==> src/rtl/ddr_ctrl_fifo_pkg.sv <==
// ddr_ctrl_fifo_pkg: shared helpers and status-flag layout for the DDR controller FIFOs
// Contents: fifo_aw() pointer width helper, ptr_inc() wrap-aware pointer increment,
//           FLG_* bit indices of the registered status vector and its reset value.
package ddr_ctrl_fifo_pkg;

    localparam int FLG_FULL   = 0;
    localparam int FLG_EMPTY  = 1;
    localparam int FLG_AFULL  = 2;
    localparam int FLG_AEMPTY = 3;
    localparam int FLG_W      = 4;

    // Reset/flush state: empty and almost-empty asserted, everything else clear
    localparam logic [FLG_W-1:0] FLG_RST = 4'b1010;

    function automatic int fifo_aw(input int depth);
        return (depth > 1) ? $clog2(depth) : 1;
    endfunction

    // Wraps at depth-1 explicitly so non power-of-2 depths work
    function automatic int unsigned ptr_inc(input int unsigned ptr, input int unsigned depth);
        return (ptr == depth - 1) ? 0 : ptr + 1;
    endfunction

endpackage

==> src/rtl/ddr_ctrl_fifo_ram.sv <==
// ddr_ctrl_fifo_ram: simple dual-port storage, registered write, combinational read
// Ports: Sys_Clk clock; I_We/I_Wr_Addr/I_Wr_Data write port; I_Rd_Addr/O_Rd_Data async read port.
// Storage has no reset.
module ddr_ctrl_fifo_ram
    import ddr_ctrl_fifo_pkg::*;
#(
    parameter int DATA_WIDTH = 32,
    parameter int DATA_DEPTH = 16,
    localparam int AW = fifo_aw(DATA_DEPTH)
)(
    input  logic                  Sys_Clk,
    input  logic                  I_We,
    input  logic [AW-1:0]         I_Wr_Addr,
    input  logic [DATA_WIDTH-1:0] I_Wr_Data,
    input  logic [AW-1:0]         I_Rd_Addr,
    output logic [DATA_WIDTH-1:0] O_Rd_Data
);

    logic [DATA_WIDTH-1:0] mem [DATA_DEPTH];

    always_ff @(posedge Sys_Clk)
        if (I_We) mem[I_Wr_Addr] <= I_Wr_Data;

    assign O_Rd_Data = mem[I_Rd_Addr];

endmodule

==> src/rtl/ddr_ctrl_sc_fifo_fwft.sv <==
// ddr_ctrl_sc_fifo_fwft: single-clock first-word-fall-through FIFO with watermarks and sticky error flags
// Ports: Sys_Clk/Sys_Rst (async, active-high)/Sync_Clr (synchronous flush);
//        I_Wr_En/I_Wr_Data push; I_Rd_En pop (acknowledges O_Rd_Data);
//        O_Rd_Data head word; O_Data_Num occupancy; O_Wr_Full/O_Rd_Empty;
//        O_Almost_Full/O_Almost_Empty watermarks; O_Fifo_Err rejected-access pulse;
//        O_Ovf_Sticky/O_Udf_Sticky latched overflow/underflow.
// Optional: define DDR_FIFO_PEAK_STAT_EN to add I_Peak_Clr and the O_Peak_Num high-water mark.
module ddr_ctrl_sc_fifo_fwft
    import ddr_ctrl_fifo_pkg::*;
#(
    parameter int DATA_WIDTH    = 32,
    parameter int DATA_DEPTH    = 16,
    parameter int AFULL_THRESH  = DATA_DEPTH - 2,
    parameter int AEMPTY_THRESH = 2,
    localparam int AW = fifo_aw(DATA_DEPTH)
)(
    input  logic                  Sys_Clk,
    input  logic                  Sys_Rst,
    input  logic                  Sync_Clr,
    input  logic                  I_Wr_En,
    input  logic [DATA_WIDTH-1:0] I_Wr_Data,
    input  logic                  I_Rd_En,
`ifdef DDR_FIFO_PEAK_STAT_EN
    input  logic                  I_Peak_Clr,
    output logic [AW:0]           O_Peak_Num,
`endif
    output logic [DATA_WIDTH-1:0] O_Rd_Data,
    output logic [AW:0]           O_Data_Num,
    output logic                  O_Wr_Full,
    output logic                  O_Rd_Empty,
    output logic                  O_Almost_Full,
    output logic                  O_Almost_Empty,
    output logic                  O_Fifo_Err,
    output logic                  O_Ovf_Sticky,
    output logic                  O_Udf_Sticky
);

    localparam logic [AW:0] CNT_MAX = (AW+1)'(DATA_DEPTH);
    localparam logic [AW:0] AF_LVL  = (AW+1)'(AFULL_THRESH);
    localparam logic [AW:0] AE_LVL  = (AW+1)'(AEMPTY_THRESH);
    localparam logic [AW:0] CNT_ONE = (AW+1)'(1);

    logic [AW-1:0]         wr_ptr, rd_ptr, wr_ptr_inc, rd_ptr_nxt;
    logic [AW:0]           cnt, cnt_nxt;
    logic [FLG_W-1:0]      flags, flags_nxt;
    logic [DATA_WIDTH-1:0] ram_rd;
    logic                  wr_acc, rd_acc, bypass;

    assign wr_acc = I_Wr_En & ~flags[FLG_FULL];
    assign rd_acc = I_Rd_En & ~flags[FLG_EMPTY];

    always_comb begin
        wr_ptr_inc = AW'(ptr_inc(32'(wr_ptr), DATA_DEPTH));
        rd_ptr_nxt = rd_acc ? AW'(ptr_inc(32'(rd_ptr), DATA_DEPTH)) : rd_ptr;
        cnt_nxt    = (wr_acc && !rd_acc) ? cnt + CNT_ONE :
                     (rd_acc && !wr_acc) ? cnt - CNT_ONE : cnt;
        // New head is the word being written now (FIFO empty after this edge's read), not yet in RAM
        bypass     = wr_acc && (wr_ptr == rd_ptr_nxt);
        flags_nxt  = '0;
        flags_nxt[FLG_FULL]   = cnt_nxt == CNT_MAX;
        flags_nxt[FLG_EMPTY]  = cnt_nxt == '0;
        flags_nxt[FLG_AFULL]  = cnt_nxt >= AF_LVL;
        flags_nxt[FLG_AEMPTY] = cnt_nxt <= AE_LVL;
    end

    ddr_ctrl_fifo_ram #(.DATA_WIDTH(DATA_WIDTH), .DATA_DEPTH(DATA_DEPTH)) u_ram (
        .Sys_Clk   (Sys_Clk),
        .I_We      (wr_acc & ~Sync_Clr),
        .I_Wr_Addr (wr_ptr),
        .I_Wr_Data (I_Wr_Data),
        .I_Rd_Addr (rd_ptr_nxt),
        .O_Rd_Data (ram_rd)
    );

    always_ff @(posedge Sys_Clk or posedge Sys_Rst)
        if (Sys_Rst) begin
            wr_ptr       <= '0;
            rd_ptr       <= '0;
            cnt          <= '0;
            flags        <= FLG_RST;
            O_Rd_Data    <= '0;
            O_Fifo_Err   <= 1'b0;
            O_Ovf_Sticky <= 1'b0;
            O_Udf_Sticky <= 1'b0;
        end else if (Sync_Clr) begin
            wr_ptr       <= '0;
            rd_ptr       <= '0;
            cnt          <= '0;
            flags        <= FLG_RST;
            O_Rd_Data    <= '0;
            O_Fifo_Err   <= 1'b0;
            O_Ovf_Sticky <= 1'b0;
            O_Udf_Sticky <= 1'b0;
        end else begin
            wr_ptr       <= wr_acc ? wr_ptr_inc : wr_ptr;
            rd_ptr       <= rd_ptr_nxt;
            cnt          <= cnt_nxt;
            flags        <= flags_nxt;
            // Hold the last word when the FIFO drains so the output never shows stale RAM
            O_Rd_Data    <= bypass ? I_Wr_Data : (cnt_nxt != '0) ? ram_rd : O_Rd_Data;
            O_Fifo_Err   <= (I_Wr_En & flags[FLG_FULL]) | (I_Rd_En & flags[FLG_EMPTY]);
            O_Ovf_Sticky <= O_Ovf_Sticky | (I_Wr_En & flags[FLG_FULL]);
            O_Udf_Sticky <= O_Udf_Sticky | (I_Rd_En & flags[FLG_EMPTY]);
        end

`ifdef DDR_FIFO_PEAK_STAT_EN
    always_ff @(posedge Sys_Clk or posedge Sys_Rst)
        if (Sys_Rst) O_Peak_Num <= '0;
        else if (Sync_Clr) O_Peak_Num <= '0;
        else if (I_Peak_Clr) O_Peak_Num <= cnt_nxt;
        else O_Peak_Num <= (cnt_nxt > O_Peak_Num) ? cnt_nxt : O_Peak_Num;
`endif

    assign O_Data_Num     = cnt;
    assign O_Wr_Full      = flags[FLG_FULL];
    assign O_Rd_Empty     = flags[FLG_EMPTY];
    assign O_Almost_Full  = flags[FLG_AFULL];
    assign O_Almost_Empty = flags[FLG_AEMPTY];

endmodule

==> config.mk <==
export PLATFORM = sky130hd
export DESIGN_NAME = ddr_ctrl_sc_fifo_fwft
export DESIGN_NICKNAME = d
export VERILOG_FILES = /design/src/rtl/ddr_ctrl_fifo_pkg.sv /design/src/rtl/ddr_ctrl_fifo_ram.sv /design/src/rtl/ddr_ctrl_sc_fifo_fwft.sv
export SDC_FILE = /design/constraint.sdc
export NUM_CORES = 1
export LEC_CHECK = 0
export ABC_AREA = 0
export ABC_CLOCK_PERIOD_IN_PS = 10200
export BUFFER_PORTS_ARGS = -buffer_cell sky130_fd_sc_hd__buf_2
export CAP_MARGIN = 0
export CORE_UTILIZATION = 50
export CTS_BUF_LIST = sky130_fd_sc_hd__clkbuf_4 sky130_fd_sc_hd__clkbuf_8
export DETAILED_ROUTE_END_ITERATION = 16
export GPL_TIMING_DRIVEN = 0
export PLACE_DENSITY = 0.66
export SETUP_SLACK_MARGIN = 0.05
export SYNTH_ARGS = -nofsm -noshare
export SYNTH_HDL_FRONTEND = slang
export SYNTH_SLANG_ARGS = --single-unit
==> constraint.sdc <==
create_clock -name Sys_Clk -period 10.2 [get_ports Sys_Clk]
set_input_delay 1.02 -clock Sys_Clk [delete_from_list [all_inputs] [get_ports Sys_Clk]]
set_output_delay 1.02 -clock Sys_Clk [all_outputs]
set_load 0.01 [all_outputs]
==> impl_metrics.py <==
metrics = {
    "layout": {
        "nNetsFinal": 2579,
        "synthToLayoutAreaGrowth_pct": 13.8,
        "drive_above_1_share_pct": 15.6,
        "fin_area_mm2": 0.0312,
        "fillCellCount": 4429,
    },
    "job": {
        "max-cap-violations": 0,
    },
    "sta": {
        "tightest_slew_ns": 0.970,
        "min_period_ns": 3.98,
        "finalClockSkew_ns": 0.0381,
        "finalHoldViolations": 0,
        "setup_viol": 0,
        "fin_tns_setup_ns": 0,
        "relSlewSlack_pct": 35.3,
        "report.final.slew_viol_count": 0,
        "fmax_ghz": 0.251,
        "rsz0062_at_grt": "false",
        "period_share_pct": 39.1,
    },
    "synth": {
        "synth_top_cell_by_area": "edfxtp_1",
        "synth_nets": 2375,
        "ys_warn_count": 0,
        "synthArstFlopShare_pct": 9.22,
        "synth_area_leaders": "edfxtp_1, nand2_1, a211oi_1",
        "synth-edff-count": 512,
        "yosysTopAreaCellShare_pct": 56.0,
        "synthCells": 2331,
        "netlist_top_cells_count": "nand2_1, edfxtp_1, and3_1",
        "syn_avg_cell_area_um2": 11.8,
        "synth_flop_cell": "edfxtp_1",
        "yosysSeqAreaShare_pct": 60.8,
        "ys_seq_elements": 564,
        "synth_most_common_cell": "nand2_1",
        "syn_area_mm2": 0.0274,
        "ys_types": 59,
    },
    "floorplan": {
        "coreArea_mm2": 0.0540,
        "ioPinCount": 81,
        "die_h_um": 236,
        "start_util_pct": 50.8,
        "fp.dieArea_mm2": 0.0558,
        "rows": 85,
        "die_x_um": 236,
    },
    "place": {
        "io_buffers": 80,
        "hpwlAfterDp_um": 59700,
        "placed_area_mm2": 0.0293,
        "gp_congestion": 0.906,
    },
    "clock_network": {
        "cts.path.max_buffers": 3,
        "post_cts_resized": 0,
        "numCtsBuffers": 97,
        "post_cts_buffers": 0,
        "clock-sinks": 564,
        "clk_pin_slew_ns": 0.06,
        "cts_tree": "built",
        "cts-root-buf": "clkbuf_8",
        "postCtsHoldBufs": 0,
        "htreeDepth": 3,
        "insertion_delay_ns": 0.71,
    },
    "detailed_routing": {
        "ant_nets": 0,
        "wl_per_cell_um": 25.9,
        "drc": 0,
        "firstDrtPassIters": 6,
        "routed_wl_um": 85800,
        "drt_iter0_drc": 2610,
        "viasPerCell": 6.47,
        "route.vias.total": 21400,
    },
    "pwr": {
        "cellPowerDensity_mw_per_mm2": 209,
        "power.total_mw": 6.53,
        "p_leak_nw": 12.1,
        "peakVddDrop_mv": 0.0933,
    },
    "grt": {
        "grt_pass1_vias": 20800,
        "grt_pass1_wl_um": 127000,
        "antenna_found_initial": 2,
        "grt_overflow": 0,
        "grt_max_degree": 34,
        "grt_util_all_layers_pct": 30.5,
    },
    "worst_hold_path": {
        "hp-class": "in -> async",
    },
    "setup_path": {
        "cp_data_arrival_time_ns": 4.54,
        "worstPathMaxFanout": 10,
        "start_kind": "flip-flop",
        "worstPathRequired_ns": 10.76,
        "critPathKind": "reg -> reg",
        "endpoint_kind": "flip-flop",
    },
    "outcome": {
        "status": "complete, no violations",
    },
}
-- metrics by stage --
stage	instances	setup WS [ns]	hold WS (ns)	utilization (%)
2_1_floorplan	2331	5.91	0.526	-
3_3_place_gp	3107	3.35	0.473	53.1
3_5_place_dp	3132	6.04	0.482	54.1
4_1_cts	3311	6.33	0.347	57.8
5_1_grt	3312	6.19	0.389	57.8
6_report	3313	6.22	0.338	57.8
-- placed cells by master (no fill, tap or decap), types with 28 or more instances in the layout --
| cell type | n |
|---|---|
| or4_1 | 32 |
| o21bai_1 | 31 |
| nor4_1 | 34 |
| a211oi_1 | 225 |
| clkbuf_4 | 44 |
| inv_1 | 38 |
| a311oi_1 | 97 |
| dfrtp_1 | 50 |
| o2bb2ai_1 | 32 |
| a221oi_2 | 30 |
| buf_2 | 127 |
| and3_1 | 229 |
| edfxtp_1 | 512 |
| nor2_1 | 28 |
| clkbuf_8 | 110 |
| a21oi_1 | 42 |
| clkbuf_1 | 120 |
| mux2i_1 | 126 |
| nand2_1 | 527 |
-- worst max-delay path, stage by stage, from the launching register on --
cell and delay (ns):
dfrtp_1 0.45, buf_4 0.22, clkbuf_1 0.65, clkbuf_1 0.67, clkbuf_1 0.52, a311oi_1 0.27
nor4_1 0.72, o2bb2ai_1 0.24, a221oi_2 0.08
-- flip-flops by register name, summed over array words and instances, names as in the netlist --
signal / cells
u_ram.mem: 512
O_Rd_Data: 32
O_Data_Num: 5
flags: 4
rd_ptr: 4
wr_ptr: 4
O_Fifo_Err: 1
O_Ovf_Sticky: 1
O_Udf_Sticky: 1
-- layout make-up --
cell class / instances / area [um2] / share of cell area, %
Sequential cell: 564 / 16700 / 53.4
Multi-Input combinational cell: 1523 / 9780 / 31.3
Clock buffer: 154 / 1840 / 5.91
Buffer: 204 / 945 / 3.03
Tap cell: 696 / 871 / 2.79
Timing Repair Buffer: 105 / 830 / 2.66
Inverter: 40 / 150 / 0.481
Clock inverter: 25 / 114 / 0.365
Antenna cell: 2 / 5.00 / 0.0160
-- layer usage --
layer	GRT usage, %	share of wire, %	vias up	wire length, um
met5	0	0	-	0
met4	12.2	3.6	0	3110
met3	5.15	10	222	8650
met2	49.8	48	1219	40800
met1	40.6	39	10600	33300
li1	-	-	9345	-
-- power breakdown --
part	switching, mW	total [mW]	internal (mW)	leakage [nW]
Clock	0.938	2.08	1.14	1.05
Sequential	0.0782	2.69	2.61	5.29
Combinational	1.18	1.76	0.584	5.74
Total	2.19	6.53	4.34	12.1
-- cell families after synthesis --
family          synth area share [%]
simple gates                    15.3
fa+ha+maj                      0.319
flops                           60.8
buf+inv                         3.99
mux                             4.64
xor+xnor                       0.319
compound gates                  14.7
-- path summary, 6_finish.rpt --
path,start,end,slack (ns),depth (start not counted)
setup reg to reg,rd_ptr[0],O_Rd_Data[28],6.22,8
hold reg to reg,O_Udf_Sticky,O_Udf_Sticky,0.49,2
setup / recovery,rd_ptr[0],O_Rd_Data[28],6.22,8
min in group Sys_Clk,O_Udf_Sticky,O_Udf_Sticky,0.49,2
hold / removal,Sys_Rst,O_Data_Num[4],0.34,2
max in group asynchronous,Sys_Rst,flags[1],9.21,3
Note: power is estimated with default switching activity, not from simulation.
